===== src/rtl/hilo_multdiv_ctrl.sv =====
// HI/LO register owner and multiply/divide scheduler for the execute stage.
// Issues work to an external fixed-latency multiplier and an iterative
// divider, writes HI/LO back on completion, and cancels work on flush.
module hilo_multdiv_ctrl #(
   parameter int MUL_LAT = 4
) (
   input  logic        clk,
   input  logic        reset,
   input  logic        flush,
   input  logic        req_valid,
   output logic        req_ready,
   input  logic [2:0]  req_op,
   input  logic [31:0] req_a,
   input  logic [31:0] req_b,
   output logic        busy,
   output logic [31:0] hi,
   output logic [31:0] lo,
   output logic        mul_start,
   output logic        mul_signed,
   output logic [31:0] mul_a,
   output logic [31:0] mul_b,
   input  logic [31:0] mul_hi,
   input  logic [31:0] mul_lo,
   output logic        div_start,
   output logic        div_signed,
   output logic [31:0] div_a,
   output logic [31:0] div_b,
   input  logic        div_done,
   input  logic [31:0] div_hi,
   input  logic [31:0] div_lo,
   output logic        div_abort
);

   typedef enum logic [1:0] {IDLE, MUL, DIV} state_t;

   localparam logic [2:0] OP_MULT  = 3'd0;
   localparam logic [2:0] OP_MULTU = 3'd1;
   localparam logic [2:0] OP_DIV   = 3'd2;
   localparam logic [2:0] OP_DIVU  = 3'd3;
   localparam logic [2:0] OP_MTHI  = 3'd4;
   localparam logic [2:0] OP_MTLO  = 3'd5;
   localparam logic [3:0] LAT      = 4'(MUL_LAT);

   state_t      state_q, state_d;
   logic [3:0]  cnt_q, cnt_d;
   logic [31:0] hi_q, hi_d;
   logic [31:0] lo_q, lo_d;
   logic [31:0] a_q, a_d;
   logic [31:0] b_q, b_d;
   logic        sgn_q, sgn_d;
   logic        first_q, first_d;   // high in the first cycle of MUL/DIV
   logic        accept;

   assign req_ready  = (state_q == IDLE);
   assign busy       = (state_q != IDLE);
   assign accept     = req_valid & req_ready & ~flush;
   assign hi         = hi_q;
   assign lo         = lo_q;
   assign mul_a      = a_q;
   assign mul_b      = b_q;
   assign div_a      = a_q;
   assign div_b      = b_q;
   assign mul_signed = sgn_q;
   assign div_signed = sgn_q;
   assign mul_start  = (state_q == MUL) & first_q;
   assign div_start  = (state_q == DIV) & first_q;
   // reset overrides flush, so no abort is sent while resetting
   assign div_abort  = (state_q == DIV) & flush & ~reset;

   // next-state, operand capture and HI/LO writeback
   always_comb begin
      state_d = state_q;
      cnt_d   = cnt_q;
      hi_d    = hi_q;
      lo_d    = lo_q;
      a_d     = a_q;
      b_d     = b_q;
      sgn_d   = sgn_q;
      first_d = 1'b0;
      case (state_q)
         IDLE: begin
            if (accept) begin
               case (req_op)
                  OP_MULT, OP_MULTU: begin
                     a_d     = req_a;
                     b_d     = req_b;
                     sgn_d   = (req_op == OP_MULT);
                     cnt_d   = LAT;
                     first_d = 1'b1;
                     state_d = MUL;
                  end
                  OP_DIV, OP_DIVU: begin
                     // divide by zero leaves HI/LO untouched and never
                     // reaches the divider
                     if (req_b != 32'd0) begin
                        a_d     = req_a;
                        b_d     = req_b;
                        sgn_d   = (req_op == OP_DIV);
                        first_d = 1'b1;
                        state_d = DIV;
                     end
                  end
                  OP_MTHI: hi_d = req_a;
                  OP_MTLO: lo_d = req_a;
                  default: ;
               endcase
            end
         end
         MUL: begin
            cnt_d = cnt_q - 4'd1;
            if (flush) begin
               state_d = IDLE;
            end else if (cnt_q == 4'd1) begin
               hi_d    = mul_hi;
               lo_d    = mul_lo;
               state_d = IDLE;
            end
         end
         DIV: begin
            // a done coincident with the start pulse is stale
            if (flush) begin
               state_d = IDLE;
            end else if (div_done && !first_q) begin
               hi_d    = div_hi;
               lo_d    = div_lo;
               state_d = IDLE;
            end
         end
         default: state_d = IDLE;
      endcase
   end

   // state register with synchronous reset
   always_ff @(posedge clk) begin
      if (reset) begin
         state_q <= IDLE;
         cnt_q   <= 4'd0;
         hi_q    <= 32'd0;
         lo_q    <= 32'd0;
         a_q     <= 32'd0;
         b_q     <= 32'd0;
         sgn_q   <= 1'b0;
         first_q <= 1'b0;
      end else begin
         state_q <= state_d;
         cnt_q   <= cnt_d;
         hi_q    <= hi_d;
         lo_q    <= lo_d;
         a_q     <= a_d;
         b_q     <= b_d;
         sgn_q   <= sgn_d;
         first_q <= first_d;
      end
   end

endmodule


===== config.mk =====
export PLATFORM = sky130hd
export DESIGN_NAME = hilo_multdiv_ctrl
export DESIGN_NICKNAME = d
export VERILOG_FILES = /design/src/rtl/hilo_multdiv_ctrl.sv
export SDC_FILE = /design/constraint.sdc
export NUM_CORES = 1
export LEC_CHECK = 0
export BUFFER_PORTS_ARGS = -buffer_cell sky130_fd_sc_hd__buf_2
export CAP_MARGIN = 30
export CORE_MARGIN = 3
export CORE_UTILIZATION = 25
export CTS_CLUSTER_SIZE = 16
export DETAILED_ROUTE_END_ITERATION = 12
export MAX_ROUTING_LAYER = met4
export PLACE_DENSITY = 0.59
export REMOVE_ABC_BUFFERS = 1
export SYNTH_ARGS = -nofsm -noshare
export SYNTH_HDL_FRONTEND = slang
export SYNTH_SLANG_ARGS = --single-unit

===== constraint.sdc =====
create_clock -name clk -period 2.4 [get_ports clk]
set_clock_uncertainty 0.1 [all_clocks]
set_input_delay 0 -clock clk [delete_from_list [all_inputs] [get_ports clk]]
set_output_delay 0 -clock clk [all_outputs]
set_load 0.01 [all_outputs]

======== Word-level counts from Yosys, hierarchy flattened ========
Index checks and enable logic that the tools add are counted.
word-level totals
  bits of input ports ..................... 200
  output and inout bits ................... 199
  register bits after elaboration ......... 136
operators by class
  eq/ne operators ......................... 21
  $add $sub $neg .......................... 1
  reductions and logical operators ........ 17
  bitwise operators ....................... 10
  mux-type cells .......................... 33
operator list
  cell                 count
  $mux 32              14
  $pmux 32 s3          2
  $pmux 32 s2          2
  $reduce_bool 32->1   1
  $reduce_and 7->1     2
  $mux 2               6
  $ne 2x1->1 const B   6
  $mux 4               2
  $pmux 4 s2           1
  $and 1x1->1          6
  $eq 3x2->1 const B   2
  $eq 3x3->1 const B   2
  $ne 2x2->1 const B   3
  $ne 3x2->1 const B   2
  $pmux 2 s3           1
  $reduce_bool 2->1    3
  $reduce_and 5->1     1
  $eq 4x1->1 const B   1
  $not 1->1            4
  $pmux 1 s2           2
  $pmux 2 s2           1
  $reduce_and 4->1     1
  $reduce_or 2->1      2
  $sub 4x1->4 const B  1
  13 further kinds     14

======== Longest topological paths before layout ========
  depth in word-level cells ............... 5
  mapped depth ............................ 9

======== Worst setup path after synthesis ========
No wires, ideal clock.
  path kind ............................... flip-flop to flip-flop
  start ................................... reg state_q[1]
  end ..................................... reg hi_q[8], in the netlist hi[8]
  stages on the path, launching flop included .. 10
  path buffers ............................ 2
  arrival ................................. 1.941 ns
  clock period less this slack ............ 2.111 ns
  required time ........................... 2.230 ns
  path slack .............................. 0.289 ns
  path through ............................ dfxtp_1 > inv_1 > ha_1 > buf_2 > o21a_1 > a211oi_2 > nand3_2 > buf_2 > a211o_1 > a21oi_1
on the way
  word-level cells in the longest chain between the ends .. 5
ends and longest elaborated chain
  item                               RTL line  text
  start, declared                    44        state_t state_q, state_d;
  start signal, assigned             145       state_q <= state_d;
  $logic_not 2->1                    54, 80
  $and 1x1->1 (2 in series)          56        assign accept = req_valid & req_ready & ~flush;
  $ne 2x1->1 (no source line)        -
  $reduce_and 7->1 (no source line)  -
  end signal, assigned               147       hi_q <= hi_d;
  end, declared                      46        logic [31:0] hi_q, hi_d;
Parallel ways exist; a longest one is shown, timed or not.
A chain may end at the register's enable or synchronous reset.

======== Final worst setup path ========
  start ................................... reg state_q[0]
  end ..................................... reg hi_q[8], in the netlist hi[8]
Same word-level chain as after synthesis.

==> results.txt <==
Status = finished, violations left
Failing checks = negative hold slack
Crit-path max FO = 25
DR WL/cell = 17.17 µm
Drt pass-1 iters = 6
Post-synth top flop = dfxtp_1
Seq/Total Area, Yosys = 41.89%
Peak Freq = 0.4353 GHz
Port bufs = 398
Die area = 0.02797 mm²
Final Cycle Share = 95.71%
Final ANT Viol Nets = 0
Tmin final = 2297 ps
Number of max-slew violations in the final report = 0
Initial antenna violation count = 0
# diodes = 0
Fin cells = 1625
Largest net degree at the start of global routing = 138
CP Capture Type = flip-flop
Hold WS = -2.483 ps
Total core area = 0.02540 mm²
GR Overflow Total = 0
Most common cell after layout, fill and taps aside = buf_2
Crit path DAT = 2540 ps
Initial Util = 25.59%
RSZ-0062 raised after global routing = true
Sinks on Clock Net = 136
Overall routing resource usage = 18.86%
CTS Root Cell = clkbuf_16
Avg Cell Area, Syn = 7.917 µm²
Most frequent cells in the layout = buf_2 (397), nand2_1 (195), dlygate4sd3_1 (156)
Die height = 167.2 µm
Max-Cap Viols = 0
DR iter-0 viols = 436
Overall power = 6.053 mW
Vias per inst = 4.774
Worst-Skew Late Latency = 410 ps
Worst-margin pin slew = 800.6 ps
Crit start category = flip-flop
Final WL = 27910 µm
Synth warn = 0
Reg clk slew, reported paths = 70 ps
Power Density = 569.3 mW/mm²
# placed instances = 1435
Total Neg Setup Slack = 0 ps
CTS tree = done
GPL Wtd Cong = 0.8275
Detailed placement HPWL = 17900 µm
Max incr delay on CP = 580 ps
Die Span X = 167.2 µm
Fraction of layout cells with a size suffix above 1 = 35.29%
HP Class = input pin to flip-flop
Dpl cell area = 0.008413 mm²
VDD IR-drop max = 0.0004476 V
Max clock buf depth = 2
Fill count = 2583
Final hold vios = 1
Max-Slew Margin vs Limit = 46.62%
Area Growth Syn to Fin = 63.56%
CP required = 2640 ps
Crit-path cells = inv_1, ha_2, buf_8, a22oi_1, dlygate4sd3_1, a211o_1, a21oi_1
Post-route DRC = 0
Ports = 399
DP Worst Slack = 111.5 ps
Synth top area share = 41.89%
Critical path class = flip-flop to flip-flop
Synth cell types = 33
FFs w/ async S/R, synth = 0%
Post-synth top area cell = dfxtp_1
Row cnt = 58
CTS Buf Count = 17
Area contributors post-synth = dfxtp_1 (42%), nand2_1 (11%), a21oi_1 (10%)
Slowest CP cell = dlygate4sd3_1
First-pass GRT wire length = 41240 µm
Vias in the first global route = 7591
P_leak = 4.684 nW
H-tree depth = 4
Post-synth EDFFs = 0
Via count = 7757
Setup ws final = 102.9 ps
Mapped Area = 0.006500 mm²
Worst Path Buf+Inv = 3
Setup Buffers After CTS = 0
Gate Count Post-Synth = 821
CP top delay family = buffers and inverters
Fin nets = 1488
Final setup violation count = 0
Post-Route Utilization = 41.86%
Post-route cell area = 0.01063 mm²
Register bit total from synthesis = 136
-- final timing paths --
| check | endpoint | from | depth (start not counted) | slack [ps] |
|---|---|---|---|---|
| max | hi[8] | state_q[0] | 7 | 100 |
| min | lo[29] | reset | 3 | -2 |
| max reg2reg | hi[8] | state_q[0] | 7 | 100 |
| min reg2reg | hi[19] | hi[19] | 2 | 350 |
-- layout make-up --
type / instances / area (µm²) / area share, %
Timing Repair Buffer: 574 / 3856 / 36.27
Clock buffer: 20 / 436.7 / 4.107
Tap cell: 330 / 412.9 / 3.884
Sequential cell: 136 / 2723 / 25.61
Clock inverter: 12 / 141.4 / 1.330
Multi-Input combinational cell: 544 / 3028 / 28.48
Inverter: 9 / 33.78 / 0.3178
-- kinds of logic after synthesis --
| family | count (synthesis) | share of synthesized area (%) |
|---|---|---|
| AND/OR/NAND/NOR | 260 | 16.40 |
| buffers and inverters | 141 | 12.17 |
| adder cells (fa/ha/maj) | 6 | 1.155 |
| flip-flops | 136 | 41.89 |
| multiplexers | 1 | 0.1540 |
| AO/OA/AOI/OAI | 277 | 28.24 |
-- synth_stat cells (2+ instances only) --
cell type and n:
a21oi_1 134, a22oi_1 64, buf_2 11, nand2_1 195, o31a_1 2, clkbuf_1 53
ha_1 6, o21ai_0 7, buf_1 2, and2_1 2, nor4_1 10, or3_1 3
nand4_1 2, a211o_1 64, buf_4 66, nand2b_1 3, inv_1 9, dfxtp_1 136
nor2_1 38
-- report_power, final --
group          total, mW  internal [mW]  switching, mW
clock network       2.64           1.55           1.10
logic               1.02          0.505          0.515
registers           2.39           2.33         0.0549
-- sequential cells by signal, summed over array words and instances, names as in the netlist --
name        flops
cnt_q           4
div_a          32
div_b          32
div_signed      1
first_q         1
hi             32
lo             32
state_q         2
-- layer usage --
metal  wire (µm)  vias to the layer above  GRT usage (%)
li1            -                     3737              -
met1       11600                     3621          21.77
met2       14140                      366          33.51
met3        1609                       33          2.998
met4         561                        0          6.154
met5           0                        -              -
-- worst reg2reg max path: cells and delay by family (launching register included) --
family / cells / cell delay [ps]
buf+inv: 3 / 950
compound gates: 3 / 550
fa+ha+maj: 1 / 280
flops: 1 / 350
-- repair_timing --
action                                 CTS  global route
setup endpoints to repair                0            51
resized for setup                        0             5
endpoints found under the hold margin  130             0
hold buffers                           156             0
Note: power is estimated with default switching activity, not from simulation.
